<file path="src/rtl/coeffs_load_sequencer.sv">
// Streams one coefficient set into the bank, then commits it on a current_count boundary.
// Optional trailing checksum word and accumulator: define COEFF_LOAD_CHECKSUM_EN.
module coeffs_load_sequencer #(
   parameter int NUM_COEFFS = 64,
   parameter int DATA_W     = 16,
   parameter int ADDR_W     = 6,
   parameter int SYNC_COUNT = 0
) (
   input  logic              clk,
   input  logic              rst,
   input  logic              clk_enable,
   input  logic              load_start,
   input  logic              load_abort,
   input  logic              coeff_valid,
   input  logic [DATA_W-1:0] coeff_data,
   output logic              coeff_ready,
   input  logic [ADDR_W-1:0] current_count,
   output logic [ADDR_W-1:0] write_address,
   output logic [DATA_W-1:0] coeffs_in,
   output logic              write_enable,
   output logic              coeffs_en,
   output logic              busy,
   output logic              load_done,
   output logic              load_error
);

`ifdef COEFF_LOAD_CHECKSUM_EN
   typedef enum logic [1:0] {IDLE, LOAD, CHECK, WAIT_SYNC} state_t;
`else
   typedef enum logic [1:0] {IDLE, LOAD, WAIT_SYNC} state_t;
`endif

   localparam logic [ADDR_W-1:0] LAST_IDX = ADDR_W'(NUM_COEFFS - 1);
   localparam logic [ADDR_W-1:0] SYNC_VAL = ADDR_W'(SYNC_COUNT);

   state_t            state_q, state_d;
   logic [ADDR_W-1:0] index_q, index_d;
   logic              coeffs_en_q, coeffs_en_d;
   logic              load_done_q, load_done_d;
   logic              load_error_q, load_error_d;
   logic              busy_q, busy_d;
`ifdef COEFF_LOAD_CHECKSUM_EN
   logic [DATA_W-1:0] sum_q, sum_d;
`endif

   always_comb begin
      state_d      = state_q;
      index_d      = index_q;
      coeffs_en_d  = 1'b0;
      load_done_d  = 1'b0;
      load_error_d = 1'b0;
      coeff_ready  = 1'b0;
      write_enable = 1'b0;
`ifdef COEFF_LOAD_CHECKSUM_EN
      sum_d        = sum_q;
`endif
      case (state_q)
         IDLE: begin
            if (load_start) begin
               state_d = LOAD;
               index_d = '0;
`ifdef COEFF_LOAD_CHECKSUM_EN
               sum_d   = '0;
`endif
            end
         end
         LOAD: begin
            coeff_ready = clk_enable;
            if (coeff_valid && clk_enable) begin
               write_enable = 1'b1;
`ifdef COEFF_LOAD_CHECKSUM_EN
               sum_d        = sum_q + coeff_data;
`endif
               if (index_q == LAST_IDX) begin
                  index_d = '0;
`ifdef COEFF_LOAD_CHECKSUM_EN
                  state_d = CHECK;
`else
                  state_d = WAIT_SYNC;
`endif
               end else begin
                  index_d = index_q + 1'b1;
               end
            end
         end
`ifdef COEFF_LOAD_CHECKSUM_EN
         CHECK: begin
            // The checksum word is consumed here but never written to the bank.
            coeff_ready = clk_enable;
            if (coeff_valid && clk_enable) begin
               if (sum_q == coeff_data) begin
                  state_d = WAIT_SYNC;
               end else begin
                  state_d      = IDLE;
                  load_error_d = 1'b1;
               end
            end
         end
`endif
         WAIT_SYNC: begin
            if (clk_enable && (current_count == SYNC_VAL)) begin
               coeffs_en_d = 1'b1;
               load_done_d = 1'b1;
               state_d     = IDLE;
            end
         end
         default: state_d = IDLE;
      endcase

      // Abort beats restart; either one cancels any pending commit.
      if (state_q != IDLE) begin
         if (load_abort) begin
            state_d      = IDLE;
            index_d      = '0;
            load_error_d = 1'b1;
            coeffs_en_d  = 1'b0;
            load_done_d  = 1'b0;
         end else if (load_start) begin
            state_d      = LOAD;
            index_d      = '0;
            load_error_d = 1'b1;
            coeffs_en_d  = 1'b0;
            load_done_d  = 1'b0;
`ifdef COEFF_LOAD_CHECKSUM_EN
            sum_d        = '0;
`endif
         end
      end

      busy_d = (state_d != IDLE);
   end

   always_ff @(posedge clk or posedge rst) begin
      if (rst) begin
         state_q      <= IDLE;
         index_q      <= '0;
         coeffs_en_q  <= 1'b0;
         load_done_q  <= 1'b0;
         load_error_q <= 1'b0;
         busy_q       <= 1'b0;
`ifdef COEFF_LOAD_CHECKSUM_EN
         sum_q        <= '0;
`endif
      end else begin
         state_q      <= state_d;
         index_q      <= index_d;
         coeffs_en_q  <= coeffs_en_d;
         load_done_q  <= load_done_d;
         load_error_q <= load_error_d;
         busy_q       <= busy_d;
`ifdef COEFF_LOAD_CHECKSUM_EN
         sum_q        <= sum_d;
`endif
      end
   end

   assign write_address = index_q;
   assign coeffs_in     = coeff_data;
   assign coeffs_en     = coeffs_en_q;
   assign load_done     = load_done_q;
   assign load_error    = load_error_q;
   assign busy          = busy_q;

endmodule
</file>
<file path="config.mk">
export PLATFORM = sky130hd
export DESIGN_NAME = coeffs_load_sequencer
export DESIGN_NICKNAME = d
export VERILOG_FILES = /design/src/rtl/coeffs_load_sequencer.sv
export SDC_FILE = /design/constraint.sdc
export NUM_CORES = 1
export LEC_CHECK = 0
export CELL_PAD_IN_SITES_DETAIL_PLACEMENT = 1
export CELL_PAD_IN_SITES_GLOBAL_PLACEMENT = 1
export CORE_AREA = 2 2 66 55
export DETAILED_ROUTE_END_ITERATION = 7
export DIE_AREA = 0 0 68 57
export GPL_TIMING_DRIVEN = 0
export PLACE_DENSITY = 0.85
export SYNTH_ARGS = -nofsm -noshare
export SYNTH_HDL_FRONTEND = slang
export SYNTH_SLANG_ARGS = --single-unit
</file>
<file path="constraint.sdc">
create_clock -name clk -period 3.67 [get_ports clk]
set_clock_uncertainty 0.05 [all_clocks]
set_input_delay 0.734 -clock clk [delete_from_list [all_inputs] [get_ports clk]]
set_output_delay 0.734 -clock clk [all_outputs]
set_load 0.02 [all_outputs]
</file>
==> results of run 1 <==
[through the flow]
step | worst slack (ps) | utilization | power [W]
final | 553 | 0.375 | 0.000363
after detailed placement | 558 | 0.361 | 0.000248
after floorplan | 1690 | - | 0.000196
after CTS | 552 | 0.375 | 0.000368
after global placement | 587 | 0.361 | 0.000245
after global routing | 464 | 0.375 | 0.000385
[registers in the layout, summed over array words and instances (netlist names)]
register and cells:
busy 1, write_address 6, state_q 2, load_error 1, load_done 1
[synth_stat cells]
master / n
buf_4: 17
a311oi_1: 1
a21oi_1: 5
nor4b_1: 1
o31ai_1: 1
and3_4: 1
ha_1: 1
a41oi_1: 3
nand2_1: 6
nor2_1: 6
nand4_2: 1
nand2b_1: 1
nand2b_2: 1
or3_1: 3
a31oi_1: 2
nand4_1: 1
dfrtp_1: 11
nor2b_4: 1
o21ai_0: 5
nand3_1: 5
nand3b_1: 1
nor3_1: 2
and2_1: 1
buf_6: 1
inv_1: 4
o21bai_1: 1
nor4_1: 1
[worst max-delay path, cell delays in order]
cell	delay [ps]
clkdlybuf4s50_1	490
and2_1	140
buf_6	130
nor2b_4	200
clkdlybuf4s50_1	640
[final timing paths]
check                                      start               end  slack (ps)  cells past startpoint
min in group asynchronous                    rst  write_address[2]         740                      2
max in group asynchronous                    rst  write_address[4]        2540                      2
worst max register to register  write_address[0]  write_address[3]        2050                      4
worst min register to register  write_address[4]  write_address[4]         500                      1
worst max-delay path                  clk_enable      write_enable         550                      5
worst min-delay path            write_address[4]  write_address[4]         500                      1
[routing by layer]
layer | wire, µm | GRT usage
met5 | 0 | 0
met4 | 45 | 0.0600
met3 | 160 | 0.00789
met2 | 965 | 0.186
met1 | 872 | 0.145
[cell families after synthesis]
kind of cell / count (synthesis)
fa+ha+maj: 1
compound gates: 18
flops: 11
simple gates: 32
buf+inv: 22
[final cells by class]
class / instances / area, µm² / area share
multi-input combinational: 51 / 312 / 0.254
timing repair buffer: 39 / 390 / 0.318
clock buffer: 4 / 45.0 / 0.0367
inverter: 4 / 15.0 / 0.0122
buffer: 18 / 139 / 0.113
tap: 42 / 52.6 / 0.0428
sequential: 11 / 275 / 0.224
[report_power, final]
group	switching (W)	total, W	internal (W)
Combinational	0.0000548	0.000112	0.0000576
Sequential	0.00000617	0.000134	0.000128
Clock	0.0000406	0.000116	0.0000758
==> results.json, run 1 <==
{
  "status": "finished clean",
  "crit_fanout": 8,
  "hp-class": "flop to flop",
  "instances_no_fill": 169,
  "fill_cells": 382,
  "synthToLayoutAreaGrowth_pct": 65.9,
  "grt_max_degree": 12,
  "yosys.area_share.simple": 0.252,
  "syn_avg_cell_area_um2": 8.82,
  "p_leak_nw": 0.500,
  "yosys.area_share.adder": 0.0169,
  "max_slew_margin": 0.670,
  "synthCells": 84,
  "route.detailed.drc": 0,
  "hpwl_um": 1630,
  "synth_area_leaders": "dfrtp_1 37%, buf_4 17%, a41oi_1 3.5%, a21oi_1 3.4%, nand3_1 3.4%",
  "synth.area.mux_share": 0,
  "cts_buffers": 3,
  "timing.final.crit_share": 0.849,
  "crit_arrival_ps": 2330,
  "clockRootBuffer": "clkbuf_8",
  "routed_wl_um": 2040,
  "tightestPinTransition_ps": 493,
  "worst_setup_path_end_kind": "output port",
  "timing.fmax_mhz": 321,
  "layout_common_cells": "39 x clkdlybuf4s50_1, 17 x buf_4, 11 x dfrtp_1, 6 x nand2_1, 6 x nor2_1",
  "grt_pass1_vias": 763,
  "fp.dieH_um": 57,
  "diodes": 0,
  "place_congestion": 0.876,
  "cts.clk_slew.worst_paths_ps": 50,
  "drt-wirelength-per-cell_um": 12.1,
  "grt_use_total": 0.112,
  "p_per_area_nw_per_um2": 295,
  "core_area_um2": 3280,
  "syn_area_um2": 741,
  "antenna_found_initial": 0,
  "start_util": 0.226,
  "synth_top_family_by_area": "simple AND/OR/NAND/NOR gates",
  "finalMaxSlewViolations": 0,
  "cts_resized": 0,
  "postLayoutCellArea_um2": 1230,
  "io_buffers": 39,
  "required_ps": 2890,
  "synth_cell_types": 27,
  "period_minus_slack_ps": 3120,
  "io_pins": 56,
  "grt_pass1_wl_um": 3350,
  "via_per_inst": 4.65,
  "placed_cells_incl_taps": 165,
  "clk_path_buf_depth": 2,
  "drt_iter0_markers": 12,
  "finalSetupViolations": 0,
  "cts_tree": "done",
  "clock_sinks": 11,
  "fin_tns_setup_ps": 0,
  "ys_ff_latch": 11,
  "ir_drop_mv": 0.0912,
  "row_count": 19,
  "synth_nets": 113,
  "synth.yosys.seq_area_share": 0.372,
  "die_w_um": 68,
  "num_vias": 786,
  "drive_above_1_share": 0.197,
  "yosys.area.top_type": "dfrtp_1",
  "dieArea_um2": 3880,
  "layout_commonest_cell": "clkdlybuf4s50_1",
  "gr-total-overflow": 0,
  "cap_violations": 0,
  "postCtsSetupBuffers": 0,
  "cts_max_level": 1,
  "synth-xor-area-share": 0,
  "ys_warn_count": 0,
  "critPathKind": "input port to output port",
  "first_pass_iters": 6,
  "dpl_cell_area_um2": 1180,
  "final_antenna_net_count": 0,
  "clk_latency_ps": 230,
  "grt_setup_unrepaired": "no",
  "hold_viol": 0,
  "nNetsFinal": 157,
  "hold_buffers": 0,
  "fin_hold_ws_ps": 499,
  "synth_compound_area_frac": 0.152,
  "netlist.area_leader.share": 0.372,
  "cp-start-kind": "input port"
}
Note: power is estimated with default switching activity, not from simulation.
==> run 2, diff against run 1 <==
--- a/config.mk
+++ b/config.mk
@@ -7,11 +7,11 @@
 export LEC_CHECK = 0
 export CELL_PAD_IN_SITES_DETAIL_PLACEMENT = 1
 export CELL_PAD_IN_SITES_GLOBAL_PLACEMENT = 1
-export CORE_AREA = 2 2 66 55
+export CORE_AREA = 2 2 72 60
 export DETAILED_ROUTE_END_ITERATION = 7
-export DIE_AREA = 0 0 68 57
+export DIE_AREA = 0 0 74 62
 export GPL_TIMING_DRIVEN = 0
-export PLACE_DENSITY = 0.85
+export PLACE_DENSITY = 0.76
 export SYNTH_ARGS = -nofsm -noshare
 export SYNTH_HDL_FRONTEND = slang
 export SYNTH_SLANG_ARGS = --single-unit
==> constraint.sdc (replaced) <==
create_clock -name clk -period 2.8 [get_ports clk]
set_clock_uncertainty 0.05 [all_clocks]
set_input_delay 0.56 -clock clk [delete_from_list [all_inputs] [get_ports clk]]
set_output_delay 0.56 -clock clk [all_outputs]
set_load 0.02 [all_outputs]
==> run 2 against run 1 <==
Against the previous run:
- count of clock-buffer cells in the layout unchanged
- non-clock buffer count unchanged
- combinational power increased by 32%
- utilization down 5.9 points
- sequential cell count unchanged
- cell count is 8.9% higher
- critical path depth shrank 1
- largest power group unchanged
==> results.json, run 2 (synthesis gave the netlist of run 1 again) <==
{
  "hold_viol": 0,
  "timing.final.crit_share": 0.862,
  "clockRootBuffer": "clkbuf_8",
  "num_vias": 775,
  "fin_tns_setup_ps": 0,
  "grt_setup_unrepaired": "no",
  "timing.fmax_mhz": 415,
  "worst_setup_path_end_kind": "output port",
  "grt_use_total": 0.0931,
  "routed_wl_um": 2160,
  "cts_resized": 0,
  "cts.clk_slew.worst_paths_ps": 50,
  "tightestPinTransition_ps": 517,
  "gr-total-overflow": 0,
  "wl_met1_um": 894,
  "hp-class": "flop to flop",
  "antenna_found_initial": 0,
  "layout_commonest_cell": "clkdlybuf4s50_1",
  "met3_length_um": 108,
  "p_per_area_nw_per_um2": 384,
  "drive_above_1_share": 0.197,
  "clk_latency_ps": 230,
  "fill_cells": 469,
  "cap_violations": 0,
  "dr.max_layer_used": "met4",
  "grt_max_degree": 12,
  "drt_iter0_markers": 11,
  "postCtsSetupBuffers": 0,
  "grt_pass1_vias": 717,
  "final_antenna_net_count": 0,
  "nNetsFinal": 157,
  "crit_fanout": 3,
  "diodes": 0,
  "drt-wirelength-per-cell_um": 11.7,
  "die_w_um": 74,
  "final_util": 0.315,
  "p_leak_nw": 0.516,
  "required_ps": 2190,
  "largest_reg_flops": 6,
  "io_buffers": 39,
  "cp-start-kind": "input port",
  "crit_arrival_ps": 1800,
  "layout_common_cells": "38 x clkdlybuf4s50_1, 17 x buf_4, 11 x dfrtp_1, 6 x nand2_1, 6 x nor2_1",
  "critPathKind": "input port to output port",
  "period_minus_slack_ps": 2410,
  "dieArea_um2": 4590,
  "core_area_um2": 3970,
  "clk_path_buf_depth": 2,
  "start_util": 0.187,
  "cts_max_level": 1,
  "clock_sinks": 11,
  "cts_buffers": 3,
  "finalMaxSlewViolations": 0,
  "place_congestion": 0.843,
  "grt_pass1_wl_um": 3170,
  "finalSetupViolations": 0,
  "status": "finished clean",
  "route.detailed.drc": 0,
  "fin_hold_ws_ps": 518,
  "wl_met2_um": 1130,
  "io_pins": 56,
  "row_count": 21,
  "max_slew_margin": 0.654,
  "cts_tree": "done",
  "ir_drop_mv": 0.130,
  "synthToLayoutAreaGrowth_pct": 68.8,
  "hold_buffers": 0,
  "via_per_inst": 4.21,
  "first_pass_iters": 4,
  "fp.dieH_um": 62,
  "hpwl_um": 1770
}
## run 2: cell types whose count changed in the layout (fill, tap and decap cells not counted), sizes merged
cell / delta
clkdlybuf4s50: -1
dlymetal6s2s: +1
## run 2: layout make-up
class | count | area, µm² | area share
timing repair buffer | 39 | 393 | 0.314
multi-input combinational | 51 | 312 | 0.249
sequential | 11 | 275 | 0.220
buffer | 18 | 139 | 0.111
tap | 57 | 71.3 | 0.0571
clock buffer | 4 | 45.0 | 0.0360
inverter | 4 | 15.0 | 0.0120
## run 2: path summary, 6_finish.rpt
path | startpoint | end | slack [ps] | cells past startpoint
max | clk_enable | coeff_ready | 390 | 4
min | write_address[4] | write_address[4] | 520 | 1
max reg2reg | write_address[0] | busy | 1150 | 4
min reg2reg | write_address[4] | write_address[4] | 520 | 1
max in group asynchronous | rst | load_done | 1820 | 2
min in group asynchronous | rst | write_address[2] | 580 | 2
## run 2: metrics by stage
stage / setup WS (ps) / std cells / power (W) / instance area, µm²
after global routing: 306 / 184 / 0.000506 / 1250
final: 388 / 184 / 0.000480 / 1250
after global placement: 55.8 / 180 / 0.000323 / 1200
after detailed placement: 41.2 / 180 / 0.000327 / 1200
after floorplan: 1170 / 84 / 0.000256 / 741
after CTS: 33.4 / 184 / 0.000485 / 1250
## run 2: worst max-delay path: stages
cell             delay [ps]
clkdlybuf4s50_1         480
inv_1                    50
nor2_1                  100
clkdlybuf4s50_1         610
## run 2: routing by layer
metal | vias up | track usage
met5 | - | 0
met4 | 0 | 0.0519
met2 | 24 | 0.166
met3 | 2 | 0.0145
li1 | 370 | -
met1 | 379 | 0.109
## run 2: power breakdown
group	switching, W	internal (W)
Sequential	0.00000841	0.000167
Clock	0.0000567	0.0000997
Combinational	0.0000724	0.0000752
Total	0.000138	0.000342
==> run 3, diff against run 2 <==
--- a/config.mk
+++ b/config.mk
@@ -7,11 +7,12 @@
 export LEC_CHECK = 0
 export CELL_PAD_IN_SITES_DETAIL_PLACEMENT = 1
 export CELL_PAD_IN_SITES_GLOBAL_PLACEMENT = 1
-export CORE_AREA = 2 2 72 60
+export CORE_AREA = 2 2 70 59
+export CTS_BUF_LIST = sky130_fd_sc_hd__clkbuf_4 sky130_fd_sc_hd__clkbuf_8
 export DETAILED_ROUTE_END_ITERATION = 7
-export DIE_AREA = 0 0 74 62
+export DIE_AREA = 0 0 72 61
 export GPL_TIMING_DRIVEN = 0
-export PLACE_DENSITY = 0.76
+export PLACE_DENSITY = 0.79
 export SYNTH_ARGS = -nofsm -noshare
 export SYNTH_HDL_FRONTEND = slang
 export SYNTH_SLANG_ARGS = --single-unit
==> run 3 against run 2 <==
Against the previous run:
- via count is 1.4% lower
- critical path type unchanged
- largest power group unchanged
- highest routed layer unchanged
- sequential share of layout area is 0.22 points higher
- hold slack worse by 3.0 ps
==> results.json, run 3 (synthesis gave the netlist of run 1 again) <==
{
  "clock_sinks": 11,
  "grt_max_degree": 12,
  "timing.final.crit_share": 0.865,
  "diodes": 0,
  "hp-class": "flop to flop",
  "cts_tree": "done",
  "synthToLayoutAreaGrowth_pct": 67.1,
  "layout_commonest_cell": "clkdlybuf4s50_1",
  "clk_latency_ps": 230,
  "cts_resized": 0,
  "r2r_slack_ps": 1220,
  "drt-wirelength-per-cell_um": 12.4,
  "whs_endpoint": "write_address[4]",
  "cts.clk_slew.worst_paths_ps": 50,
  "nNetsFinal": 157,
  "final_antenna_net_count": 0,
  "status": "finished clean",
  "grt_use_total": 0.100,
  "io_pins": 56,
  "clockRootBuffer": "clkbuf_8",
  "num_vias": 764,
  "gr-total-overflow": 0,
  "worst_setup_path_end_kind": "output port",
  "routed_wl_um": 2130,
  "start_util": 0.201,
  "place_congestion": 0.826,
  "reg2reg_from": "write_address[0]",
  "hpwl_um": 1780,
  "grt_pass1_vias": 780,
  "ir_drop_mv": 0.161,
  "hold_buffers": 0,
  "clk_path_buf_depth": 2,
  "timing.fmax_mhz": 413,
  "die_w_um": 72,
  "postCtsSetupBuffers": 0,
  "finalSetupViolations": 0,
  "crit_arrival_ps": 1810,
  "cts_buffers": 3,
  "antenna_found_initial": 0,
  "required_ps": 2190,
  "p_leak_nw": 0.520,
  "first_pass_iters": 4,
  "core_area_um2": 3680,
  "io_buffers": 39,
  "p_per_area_nw_per_um2": 395,
  "cap_violations": 0,
  "period_minus_slack_ps": 2420,
  "drt_iter0_markers": 23,
  "largest_reg_flops": 6,
  "r2r_end": "write_address[3]",
  "cts_max_level": 1,
  "worstHoldStart": "write_address[4]",
  "grt_setup_unrepaired": "no",
  "final_util": 0.336,
  "cp-start-kind": "input port",
  "hold_depth": 1,
  "route.detailed.drc": 0,
  "row_count": 20,
  "grt_pass1_wl_um": 3440,
  "drive_above_1_share": 0.205,
  "hold_viol": 0,
  "max_slew_margin": 0.674,
  "dieArea_um2": 4390,
  "tightestPinTransition_ps": 487,
  "r2r_cells": 4,
  "finalMaxSlewViolations": 0,
  "fin_tns_setup_ps": 0,
  "via_per_inst": 4.47,
  "layout_common_cells": "38 x clkdlybuf4s50_1, 17 x buf_4, 11 x dfrtp_1, 6 x nand2_1, 6 x nor2_1",
  "critPathKind": "input port to output port",
  "fp.dieH_um": 61,
  "crit_fanout": 3
}
-- run 3: metrics by stage --
stage,hold WS (ps),area [µm²],power (W),instances,setup WS (ps)
after global routing,547,1240,0.000516,171,327
after detailed placement,508,1190,0.000327,167,17.3
after global placement,471,1190,0.000323,167,53.9
after floorplan,362,741,0.000256,84,1170
final,515,1240,0.000488,171,377
after CTS,515,1230,0.000496,171,10.8
-- run 3: worst max path at each step --
stage | from | to | slack (ps)
2_1_floorplan | coeff_valid | write_enable | 1170
3_5_place_dp | clk_enable | write_enable | 20
6_report | clk_enable | coeff_ready | 380
4_1_cts | clk_enable | write_enable | 10
5_1_grt | clk_enable | coeff_ready | 330
3_3_place_gp | clk_enable | write_enable | 50
-- run 3: routing by layer --
| layer | vias up | global-route usage | share of wire |
|---|---|---|---|
| met5 | - | 0 | 0 |
| met4 | 0 | 0.0485 | 0.014 |
| met3 | 4 | 0.0183 | 0.078 |
| met2 | 37 | 0.173 | 0.49 |
| met1 | 354 | 0.123 | 0.41 |
| li1 | 369 | - | - |
-- run 3: layout make-up --
| cell class | count | area, µm² |
|---|---|---|
| inverter | 4 | 15.0 |
| timing repair buffer | 39 | 393 |
| fill | 435 | 2440 |
| multi-input combinational | 51 | 312 |
| tap | 44 | 55.1 |
| sequential | 11 | 275 |
| buffer | 18 | 139 |
| clock buffer | 4 | 48.8 |
-- run 3: report_power, final --
part / internal, W / switching (W) / leakage [nW]
registers: 0.000167 / 0.00000844 / 0.146
logic: 0.0000752 / 0.0000721 / 0.348
clock network: 0.000109 / 0.0000558 / 0.0262
total: 0.000352 / 0.000136 / 0.520
-- run 3: worst max-delay path: stages --
cell	delay [ps]
clkdlybuf4s50_1	490
inv_1	40
nor2_1	100
clkdlybuf4s50_1	620
